`src/rtl/i2c_regfile_slave.sv`:
```
// i2c_regfile_slave: I2C target with glitch-filtered inputs exposing an auto-incrementing 8-bit register bank
`timescale 1ns/1ps
module i2c_regfile_slave #(
  parameter logic [6:0] I2C_ADDRESS = 7'h42,
  parameter int PTR_W = 4,
  parameter int FILTER_LEN = 3
) (
  input  logic             clk,
  input  logic             rst_n,
  input  logic             scl_di,
  input  logic             sda_di,
  output logic             scl_ndo,
  output logic             sda_ndo,
  output logic             reg_wr_stb,
  output logic [PTR_W-1:0] reg_wr_addr,
  output logic [7:0]       reg_wr_data,
  output logic             reg_rd_stb,
  output logic [PTR_W-1:0] reg_rd_addr,
  input  logic [7:0]       reg_rd_data,
  output logic             busy,
  output logic             stop_stb,
  output logic             error_stb
);
  typedef enum logic [3:0] {
    IDLE, ADDR, ADDR_ACK, PTR, PTR_ACK, WDATA, WDATA_ACK, RD_LOAD, RDATA, RACK, WAIT_STOP, IGNORE
  } state_e;
  // bit 0 carries SCL, bit 1 carries SDA
  logic [1:0] s1_q, s2_q, filt_q, prev_q;
  logic [1:0][2:0] cnt_q;
  state_e state_q;
  logic [3:0] bit_q;
  logic [7:0] sh_q;
  logic [PTR_W-1:0] ptr_q, wr_addr_q, rd_addr_q;
  logic [7:0] wr_data_q;
  logic rw_q, rd_wait_q, sda_q, wr_stb_q, rd_stb_q, busy_q, stop_q, err_q;
  logic scl_rise, scl_fall, start, stop, in_byte, abort, rx_done;
  always_ff @(posedge clk or negedge rst_n)
    if (!rst_n) begin
      s1_q <= '1;
      s2_q <= '1;
      filt_q <= '1;
      prev_q <= '1;
      cnt_q <= '0;
    end else begin
      s1_q <= {sda_di, scl_di};
      s2_q <= s1_q;
      prev_q <= filt_q;
      for (int i = 0; i < 2; i++)
        if (s2_q[i] == filt_q[i]) cnt_q[i] <= '0;
        else if (cnt_q[i] == 3'(FILTER_LEN - 1)) begin
          filt_q[i] <= s2_q[i];
          cnt_q[i] <= '0;
        end else cnt_q[i] <= cnt_q[i] + 3'd1;
    end
  assign scl_rise = filt_q[0] & ~prev_q[0];
  assign scl_fall = ~filt_q[0] & prev_q[0];
  assign start = filt_q[0] & prev_q[0] & prev_q[1] & ~filt_q[1];
  assign stop = filt_q[0] & prev_q[0] & ~prev_q[1] & filt_q[1];
  assign in_byte = state_q inside {ADDR, PTR, WDATA, RDATA};
  // one SCL rise always precedes a legal START/STOP, so only two or more bits mark a truncated byte
  assign abort = busy_q & in_byte & (bit_q >= 4'd2);
  assign rx_done = scl_fall & (bit_q == 4'd8);
  always_ff @(posedge clk or negedge rst_n)
    if (!rst_n) begin
      state_q <= IDLE;
      bit_q <= '0;
      sh_q <= '0;
      ptr_q <= '0;
      rw_q <= 1'b0;
      rd_wait_q <= 1'b0;
      sda_q <= 1'b0;
      wr_stb_q <= 1'b0;
      wr_addr_q <= '0;
      wr_data_q <= '0;
      rd_stb_q <= 1'b0;
      rd_addr_q <= '0;
      busy_q <= 1'b0;
      stop_q <= 1'b0;
      err_q <= 1'b0;
    end else begin
      wr_stb_q <= 1'b0;
      rd_stb_q <= 1'b0;
      stop_q <= 1'b0;
      err_q <= 1'b0;
      if (start || stop) begin
        err_q <= abort;
        stop_q <= stop & busy_q;
        busy_q <= busy_q & start;
        state_q <= start ? ADDR : IDLE;
        bit_q <= '0;
        sda_q <= 1'b0;
        rd_wait_q <= 1'b0;
      end else begin
        if (scl_rise && in_byte) bit_q <= bit_q + 4'd1;
        if (scl_rise && state_q inside {ADDR, PTR, WDATA}) sh_q <= {sh_q[6:0], filt_q[1]};
        case (state_q)
          ADDR: if (rx_done) begin
            bit_q <= '0;
            if (sh_q[7:1] == I2C_ADDRESS) begin
              state_q <= ADDR_ACK;
              rw_q <= sh_q[0];
              sda_q <= 1'b1;
              busy_q <= 1'b1;
            end else state_q <= IGNORE;
          end
          PTR: if (rx_done) begin
            bit_q <= '0;
            ptr_q <= sh_q[PTR_W-1:0];
            sda_q <= 1'b1;
            state_q <= PTR_ACK;
          end
          WDATA: if (rx_done) begin
            bit_q <= '0;
            wr_stb_q <= 1'b1;
            wr_addr_q <= ptr_q;
            wr_data_q <= sh_q;
            ptr_q <= ptr_q + PTR_W'(1);
            sda_q <= 1'b1;
            state_q <= WDATA_ACK;
          end
          ADDR_ACK, PTR_ACK, WDATA_ACK: if (scl_fall) begin
            sda_q <= 1'b0;
            bit_q <= '0;
            state_q <= state_q == ADDR_ACK ? (rw_q ? RD_LOAD : PTR) : WDATA;
          end
          // strobe, wait one cycle for the register file, then capture and present the MSB
          RD_LOAD: if (rd_stb_q) rd_wait_q <= 1'b1;
          else if (rd_wait_q) begin
            rd_wait_q <= 1'b0;
            sh_q <= reg_rd_data;
            sda_q <= ~reg_rd_data[7];
            ptr_q <= ptr_q + PTR_W'(1);
            bit_q <= '0;
            state_q <= RDATA;
          end else begin
            rd_stb_q <= 1'b1;
            rd_addr_q <= ptr_q;
          end
          RDATA: if (rx_done) begin
            sda_q <= 1'b0;
            bit_q <= '0;
            state_q <= RACK;
          end else if (scl_fall) begin
            sh_q <= {sh_q[6:0], 1'b0};
            sda_q <= ~sh_q[6];
          end
          RACK: if (scl_rise) begin
            if (filt_q[1]) state_q <= WAIT_STOP;
            else bit_q <= 4'd1;
          end else if (scl_fall && bit_q == 4'd1) begin
            bit_q <= '0;
            state_q <= RD_LOAD;
          end
          default: ;
        endcase
      end
    end
  assign scl_ndo = 1'b0;
  assign sda_ndo = sda_q;
  assign reg_wr_stb = wr_stb_q;
  assign reg_wr_addr = wr_addr_q;
  assign reg_wr_data = wr_data_q;
  assign reg_rd_stb = rd_stb_q;
  assign reg_rd_addr = rd_addr_q;
  assign busy = busy_q;
  assign stop_stb = stop_q;
  assign error_stb = err_q;
endmodule

```
`config.mk`:
```
export PLATFORM = sky130hd
export DESIGN_NAME = i2c_regfile_slave
export DESIGN_NICKNAME = d
export VERILOG_FILES = /design/src/rtl/i2c_regfile_slave.sv
export SDC_FILE = /design/constraint.sdc
export NUM_CORES = 1
export LEC_CHECK = 0
export ABC_AREA = 1
export ABC_CLOCK_PERIOD_IN_PS = 4510
export CORE_UTILIZATION = 50
export CTS_BUF_LIST = sky130_fd_sc_hd__clkbuf_16
export DETAILED_ROUTE_END_ITERATION = 8
export GPL_TIMING_DRIVEN = 1
export PLACE_DENSITY = 0.73
export SETUP_SLACK_MARGIN = 0.1
export SYNTH_ARGS = -nofsm -noshare
export SYNTH_HDL_FRONTEND = slang
export SYNTH_SLANG_ARGS = --single-unit
```
`constraint.sdc`:
```
create_clock -name clk -period 4.51 [get_ports clk]
set_input_delay 0.451 -clock clk [delete_from_list [all_inputs] [get_ports clk]]
set_output_delay 0.451 -clock clk [all_outputs]
set_load 0.005 [all_outputs]
```
**After elaboration in Yosys (flattened, before gate mapping)**

Cells that the tools add are included.

- Flip-flop bits (word level): 58
- Bits of input ports: 12
- Logic and storage cells: 172

- Add/sub/neg operators: 4
- Order comparisons: 1
- Eq/ne operators: 32
- Mux-type cells: 65
- Bitwise operators: 23
- Reductions and logical operators: 25

Operators by type and width:

| operator | count |
|---|---|
| 4-bit two-way mux | 25 |
| 8-bit two-way mux | 5 |
| 4-bit one-hot mux with 7 select lines | 1 |
| 1-bit two-way mux | 24 |
| 3-bit two-way mux | 6 |
| 4-bit by 3-bit == test with 1-bit output, second input constant | 4 |
| 4-bit one-hot mux with 4 select lines | 1 |
| 8-bit one-hot mux with 2 select lines | 1 |
| 1-bit AND | 12 |
| 4-bit == test, second input constant | 3 |
| 3-bit by 2-bit != test with 1-bit output, second input constant | 4 |
| 4-bit one-hot mux with 3 select lines | 1 |
| 1-bit NOT | 11 |
| 10-bit AND reduction | 1 |
| 3-bit != test, second input constant | 3 |
| 4-bit by 1-bit adder with 4-bit output, second input constant | 2 |
| 4-bit by 1-bit == test with 1-bit output, second input constant | 2 |
| 4-bit by 2-bit == test with 1-bit output, second input constant | 2 |
| 2-bit != test, second input constant | 4 |
| 4-bit != test, second input constant | 2 |
| 4-bit AND reduction | 2 |
| 8-bit AND reduction | 1 |
| 2-bit nonzero test | 4 |
| 8-bit nonzero test | 1 |
| other kinds (19) | 28 |

**Logic depth before layout (Yosys ltp)**

Gate-level depths: netlist (run 1).

- Word-level depth: 8
- Depth in mapped cells: 12
- Mapped depth without buffers: 12

**Least setup slack after synthesis (run 1)**

Ideal clock, no wire load.

- Path type: reg-to-reg
- Start point: register bit_q[0]
- End point: register sh_q[7]
- Setup time: 0.118 ns
- Arrival time: 1.440 ns
- Data required time: 4.392 ns
- Path slack: 2.951 ns
- Cell stages (with the launch flop): 10
- Clock period less this slack: 1.559 ns
- Cells stage by stage: dfrtp_1 > inv_1 > ha_1 > nand4_4 > nand2_1 > buf_4 > o21ai_0 > inv_1 > a21oi_1 > nor2_1

- Word-level cells in the longest chain between the ends: 4

Ends and longest elaborated chain:

| item | RTL line | source |
|---|---|---|
| start, declared | 31 | `logic [3:0] bit_q;` |
| start signal, assigned | 94 | `if (scl_rise && in_byte) bit_q <= bit_q + 4'd1;` |
| 4-bit == test | 62 | `assign rx_done = scl_fall & (bit_q == 4'd8);` |
| 1-bit AND | 62 |  |
| 8-bit two-way mux | 139 | `RDATA: if (rx_done) begin` |
| 8-bit one-hot mux with 2 select lines | 96 | `case (state_q)` |
| end signal, assigned | 95 | `if (scl_rise && state_q inside {ADDR, PTR, WDATA}) sh_q <= {sh_q[6:0], filt_q[1]};` |
| end signal, assigned | 130 | `sh_q <= reg_rd_data;` |
| end signal, assigned | 144 | `sh_q <= {sh_q[6:0], 1'b0};` |
| end, declared | 32 | `logic [7:0] sh_q;` |

Every way passes these cells.
A chain may end at the register's enable or synchronous reset.

**Final worst setup path (run 1)**

- Start point: register filt_q[0]
- End point: register state_q[0]

- Word-level cells in the longest chain between the ends: 6
- Elaborated cells on any way between the ends: 26
- Classes of those cells: 9 x eq/ne; 4 x mux; 9 x bitwise; 4 x reduce/logical

Ends and longest elaborated chain:

| item | RTL line | source |
|---|---|---|
| start, declared | 28 | `logic [1:0] s1_q, s2_q, filt_q, prev_q;` |
| start signal, assigned by index | 51 | `filt_q[i] <= s2_q[i];` |
| 1-bit AND | 57, 58 |  |
| 1-bit AND, on equally long branches (2 in series) | 57, 58 |  |
| 1-bit logical OR | 85 | `if (start \|\| stop) begin` |
| 8-bit nonzero test (no line), or another cell as far along | n/a |  |
| 10-bit AND reduction (no line) | n/a |  |
| end signal, assigned | 89 | `state_q <= start ? ADDR : IDLE;` |
| end signal, assigned | 124 | `state_q <= state_q == ADDR_ACK ? (rw_q ? RD_LOAD : PTR) : WDATA;` |
| end, declared | 30 | `state_e state_q;` |

Parallel ways exist; a longest one is shown, timed or not.

==> results of run 1 <==
[metal layers]
metal / vias to the layer above / global-route usage (%) / wire length (um)
li1: 1468 / - / -
met1: 1394 / 31.7 / 3410
met2: 106 / 38.4 / 3640
met3: 16 / 3.88 / 394
met4: 0 / 10.7 / 170
met5: - / 0 / 0
[state kept, by name (all words and copies together) (netlist names), 2 cells and up, named ones only]
register     flops
bit_q            4
cnt_q            6
filt_q           2
prev_q           2
ptr_q            4
reg_rd_addr      4
reg_wr_addr      4
reg_wr_data      8
s1_q             2
s2_q             2
sh_q             8
state_q          4
[metrics by stage]
| stage | utilization (%) | instances | setup WS, ns | total power, mW |
|---|---|---|---|---|
| global placement | 57.6 | 540 | 2.05 | 1.96 |
| floorplan | - | 438 | 2.95 | 1.70 |
| global route | 62.4 | 556 | 1.74 | 2.94 |
| finish | 62.4 | 556 | 1.97 | 2.72 |
| CTS | 62.4 | 556 | 2.01 | 2.72 |
| detailed placement | 57.6 | 540 | 2.02 | 1.99 |
[cell families (layout without fill, tap and decap cells)]
kind of cell / count (synthesis) / after routing
simple gates: 249 / 249
buf+inv: 59 / 100
compound gates: 58 / 58
flops: 58 / 58
xor+xnor: 6 / 6
fa+ha+maj: 5 / 5
mux: 2 / 2
other cells: 1 / 1
[path summary, 6_finish.rpt]
path,from,endpoint,depth (start not counted)
min in group clk,s1_q[1],s2_q[1],0
worst max-delay path,filt_q[0],state_q[0],9
max in group asynchronous,rst_n,sh_q[3],2
worst min-delay path,rst_n,reg_wr_addr[3],2
worst min register to register,s1_q[1],s2_q[1],0
worst max register to register,filt_q[0],state_q[0],9
[worst max-delay path: stages (launching register included)]
cell and delay, ns:
sky130_fd_sc_hd__dfstp_2 0.60, sky130_fd_sc_hd__nand2_1 0.07, sky130_fd_sc_hd__inv_1 0.06, sky130_fd_sc_hd__nand3_1 0.12, sky130_fd_sc_hd__nand2_1 0.37, sky130_fd_sc_hd__clkinv_1 0.65
sky130_fd_sc_hd__nand2_1 0.27, sky130_fd_sc_hd__o21ai_0 0.14, sky130_fd_sc_hd__nand2_1 0.08, sky130_fd_sc_hd__nand2_1 0.04
[where the power goes]
| part | internal (mW) | switching [mW] |
|---|---|---|
| Sequential | 0.672 | 0.145 |
| Clock | 0.477 | 0.238 |
| Combinational | 0.405 | 0.787 |
| Total | 1.55 | 1.17 |
[placed cells by master (no fill, tap or decap), drive strengths merged, types with 2 or more instances in the layout]
cell type	instances
nand3b	2
bufinv	2
o21ai	42
inv	49
clkinv	6
o21bai	2
dfstp	8
nand4	2
nor3	7
clkdlybuf4s50	32
xor2	3
ha	5
nor4	2
nand3	44
buf	2
xnor2	3
clkbuf	9
a211oi	2
nand2	149
nor2	41
dfrtp	50
a21oi	9
[area by class of cell]
type | count | area share, %
clock buffer | 9 | 5.68
clock inverter | 7 | 2.15
inverter | 50 | 4.73
multi-input combinational | 321 | 39.8
sequential | 58 | 36.9
tap | 77 | 2.43
timing repair buffer | 34 | 8.39
==> flow_summary.json, run 1 <==
{
  "ios": 35,
  "ff_latch_area_sq_um": 1460,
  "row_count": 29,
  "cts-resized-gates": 0,
  "synth-adder-area-share_pct": 1.91,
  "drt_first_iter_violations": 257,
  "ir_worst_vdd_v": 0.000493,
  "antenna_violations_before_repair": 0,
  "synth-warning-count": 0,
  "grt-ovfl-total": 0,
  "post-cts-setup-buffer-count": 0,
  "path_clk_slew_ns": 0.06,
  "combinational_family_with_the_most_area_after_synthesis": "simple AND/OR/NAND/NOR gates",
  "drt_first_pass_iters": 5,
  "multi_input_area_sq_um": 1580,
  "timing.max_slew.rel_slack_pct": 43.6,
  "drtAntennaViolNets": 0,
  "grt_pass1_wl_um": 13000,
  "clock_tree.buffer_depth": 2,
  "cts_num_sinks": 58,
  "clock_tree_from_tritoncts": "built",
  "synthesis.instances": 438,
  "finalHoldWorstSlack_ns": 0.263,
  "synth_area_leader_cell": "sky130_fd_sc_hd__dfrtp_1",
  "cts_max_level": 3,
  "crit_path_start_kind": "register",
  "yosysSeqAreaShare_pct": 44.5,
  "final_hold_viol_count": 0,
  "die_width_um": 83.0,
  "starting_density_of_the_core_pct": 51.7,
  "required_ns": 4.72,
  "grt_max_degree": 59,
  "area_growth_syn_to_layout_pct": 20.8,
  "finalSetupViolCount": 0,
  "gr-usage-all-layers_pct": 23.8,
  "reg2reg_setup_slack_ns": 1.97,
  "finalCriticalPeriod_ns": 2.54,
  "synth_xor_area_share_pct": 1.60,
  "cell_area_after_placement_sq_um": 3650,
  "num_vias": 2984,
  "fillCellCount": 548,
  "min-delay-path-class": "input port to asynchronous set/reset pin",
  "die_area_sq_um": 6890,
  "cts_made_buffers": 9,
  "synth.top_cells.by_area": "sky130_fd_sc_hd__dfrtp_1 (38%), sky130_fd_sc_hd__nand2_1 (17%), sky130_fd_sc_hd__dfstp_2 (6.4%)",
  "layout.nets": 491,
  "ys_dominant_reg_cell": "sky130_fd_sc_hd__dfrtp_1",
  "timing.setup.critical_path_class": "register to register",
  "clock_latency_ns": 0.33,
  "post_synth_instance_area_sq_um": 3280,
  "synthArstFlopShare_pct": 100,
  "worstPathArrival_ns": 2.75,
  "drt-total-wl_um": 7620,
  "antenna_cells": 0,
  "ctsHoldBuffers": 0,
  "setup_tns_ns": 0,
  "avgSynthCellArea_sq_um": 7.49,
  "synth.lib_cells_used.distinct": 40,
  "grt_setup_unrepaired": "false",
  "share_of_cell_area_taken_by_muxes_after_synthesis_pct": 0.648,
  "worst_clock_skew_ns": 0.00683,
  "post_drt_wl_per_cell_um": 13.7,
  "endpoint_kind": "register",
  "power-per-cell-area_nw_per_um2": 687,
  "synth.top_cells.by_count": "sky130_fd_sc_hd__nand2_1 (145), sky130_fd_sc_hd__dfrtp_1 (50), sky130_fd_sc_hd__inv_1 (45)",
  "die_h_um": 83.0,
  "port-buffer-count": 33,
  "final-max-slew-violation-count": 0,
  "drive_gt1_share_pct": 9.60,
  "run_status": "finished clean",
  "dp_hpwl_um": 5280,
  "route.detailed.drc": 0,
  "ffs_latches_synth": 58,
  "synth-edff-count": 0,
  "routabilityCongestion": 0.907,
  "fmaxAchievable_mhz": 394,
  "core_region_area_sq_um": 6350,
  "layout.cell_area.non_filler_sq_um": 3970,
  "grt_pass1_vias": 2752,
  "via_per_inst": 5.37,
  "p_leak_nw": 1.99,
  "synth_compound_gate_area_share_pct": 9.45,
  "max-cap-violations": 0,
  "yosysMostFrequentCell": "sky130_fd_sc_hd__nand2_1",
  "tcrit_tclk_final_pct": 56.3,
  "critical_path_peak_fanout": 19,
  "mappedNetlistNets": 455,
  "root_buffer": "sky130_fd_sc_hd__clkbuf_16",
  "synthSimpleGateAreaFrac_pct": 34.3,
  "synth_top_area_share_pct": 38.1,
  "actual_slew_at_the_worst_max_slew_pin_ns": 0.843
}
Note: power is estimated with default switching activity, not from simulation.
==> run 2: changes to the inputs <==
ABC_CLOCK_PERIOD_IN_PS = 2250   (was 4510)
PLACE_DENSITY = 0.76   (was 0.73)
clock period = 2.25 ns   (was 4.51 ns; I/O delays follow)
==> run 2 against run 1 <==
  * Count of clock-buffer cells in the layout did not move
  * Clock skew about the same
  * Sequential share of layout area decreased by 0.27 points
  * Clock power is 83% higher
  * First-iteration DRC count grew 16%
  * Register-to-register slack worse by 1.7 ns
  * Non-clock buffer count grew 5
  * Cell count increased by 0.90%
  * Maximum frequency rose by 30%
  * Critical endpoint is now state_q[2]
==> flow_summary.json, run 2 (synthesis results as in run 1) <==
{
  "run_status": "finished clean",
  "dp_hpwl_um": 5540,
  "reg2reg_setup_slack_ns": 0.30,
  "min-delay-path-class": "input port to register",
  "die_h_um": 83.0,
  "grt_setup_unrepaired": "false",
  "actual_slew_at_the_worst_max_slew_pin_ns": 0.670,
  "timing.setup.critical_path_class": "register to register",
  "core_region_area_sq_um": 6350,
  "drt-total-wl_um": 7770,
  "cts_num_sinks": 58,
  "finalSetupViolCount": 0,
  "ctsHoldBuffers": 1,
  "drt_first_iter_violations": 299,
  "tcrit_tclk_final_pct": 86.7,
  "routabilityCongestion": 0.914,
  "worstPathArrival_ns": 2.15,
  "crit_path_start_kind": "register",
  "antenna_cells": 0,
  "grt-ovfl-total": 0,
  "die_width_um": 83.0,
  "final_cell_mix": "sky130_fd_sc_hd__nand2_1 (145), sky130_fd_sc_hd__dfrtp_1 (50), sky130_fd_sc_hd__inv_1 (46)",
  "endpoint_kind": "register",
  "drtAntennaViolNets": 0,
  "fillCellCount": 538,
  "antenna_violations_before_repair": 0,
  "final_hold_viol_count": 0,
  "path_clk_slew_ns": 0.05,
  "clock_tree_from_tritoncts": "built",
  "drive_gt1_share_pct": 10.5,
  "cts-resized-gates": 0,
  "drt_first_pass_iters": 5,
  "setup_tns_ns": 0,
  "p_leak_nw": 2.02,
  "power-per-cell-area_nw_per_um2": 1350,
  "die_area_sq_um": 6890,
  "critical_path_peak_fanout": 6,
  "finalCriticalPeriod_ns": 1.95,
  "timing.max_slew.rel_slack_pct": 55.3,
  "ir_worst_vdd_v": 0.000672,
  "layout.cell_area.non_filler_sq_um": 3990,
  "fmaxAchievable_mhz": 513,
  "grt_pass1_wl_um": 13200,
  "cell_area_after_placement_sq_um": 3700,
  "ios": 35,
  "post-cts-setup-buffer-count": 0,
  "starting_density_of_the_core_pct": 51.7,
  "root_buffer": "sky130_fd_sc_hd__clkbuf_16",
  "required_ns": 2.45,
  "max-cap-violations": 0,
  "num_vias": 3045,
  "route.detailed.drc": 0,
  "port-buffer-count": 33,
  "cts_max_level": 3,
  "grt_max_degree": 31,
  "gr-usage-all-layers_pct": 24.1,
  "mostFrequentLayoutCell": "sky130_fd_sc_hd__nand2_1",
  "clock_tree.buffer_depth": 2,
  "clock_latency_ns": 0.32,
  "final-max-slew-violation-count": 0,
  "post_drt_wl_per_cell_um": 13.8,
  "via_per_inst": 5.43,
  "cts_made_buffers": 9,
  "row_count": 29,
  "worst_clock_skew_ns": 0.00645,
  "layout.nets": 496,
  "area_growth_syn_to_layout_pct": 21.7,
  "grt_pass1_vias": 2928
}
[run 2: changes by cell type in the layout (fill, tap and decap cells not counted)]
cell / change
sky130_fd_sc_hd__clkinv_1: -1
sky130_fd_sc_hd__buf_4: +3
sky130_fd_sc_hd__clkinv_2: +2
sky130_fd_sc_hd__bufinv_16: -1
sky130_fd_sc_hd__buf_12: +1
sky130_fd_sc_hd__dlygate4sd3_1: +1
[run 2: worst paths after layout]
check	start	endpoint	cells past startpoint
max in group asynchronous	rst_n	s2_q[0]	3
max	filt_q[0]	state_q[2]	11
max reg2reg	filt_q[0]	state_q[2]	11
min reg2reg	s1_q[1]	s2_q[1]	0
min	scl_di	s1_q[0]	1
min in group asynchronous	rst_n	reg_rd_addr[3]	2
[run 2: report_power, final]
part	switching (mW)	internal, mW
clock network	0.462	0.843
logic	1.58	0.849
registers	0.305	1.35
[run 2: worst max-delay path, stage by stage (launching register included)]
cell	delay (ns)
sky130_fd_sc_hd__dfstp_2	0.63
sky130_fd_sc_hd__inv_1	0.07
sky130_fd_sc_hd__nor2_1	0.36
sky130_fd_sc_hd__inv_1	0.13
sky130_fd_sc_hd__nor2_1	0.16
sky130_fd_sc_hd__nand2_1	0.09
sky130_fd_sc_hd__nand2_1	0.07
sky130_fd_sc_hd__nor2_1	0.06
sky130_fd_sc_hd__inv_1	0.07
sky130_fd_sc_hd__nor2_2	0.05
sky130_fd_sc_hd__o21ai_1	0.07
sky130_fd_sc_hd__nand2_1	0.07
[run 2: metrics by stage]
| step | util [%] | hold slack (ns) | worst slack, ns | cells | power (mW) |
|---|---|---|---|---|---|
| 4_1_cts | 62.9 | 0.300 | 0.304 | 561 | 5.39 |
| 2_1_floorplan | - | -0.0706 | 0.691 | 438 | 3.41 |
| 3_5_place_dp | 58.2 | 0.301 | 0.341 | 544 | 4.05 |
| 3_3_place_gp | 58.2 | 0.294 | 0.419 | 544 | 3.96 |
| 5_1_grt | 62.9 | 0.298 | 0.102 | 561 | 5.82 |
| 6_report | 62.9 | 0.303 | 0.300 | 561 | 5.38 |
[run 2: area by class of cell]
cell class,count,area (sq um),area share (%)
tap,77,96.3,2.41
multi-input combinational,321,1580,39.5
clock buffer,9,225,5.64
clock inverter,7,61.3,1.54
timing repair buffer,39,385,9.65
sequential,58,1460,36.6
inverter,50,188,4.70
[run 2: layer usage]
metal | track usage (%) | part of all wire (%)
met1 | 29.8 | 43
met2 | 41.4 | 49
met3 | 5.07 | 6.2
met4 | 8.78 | 1.8
met5 | 0 | 0
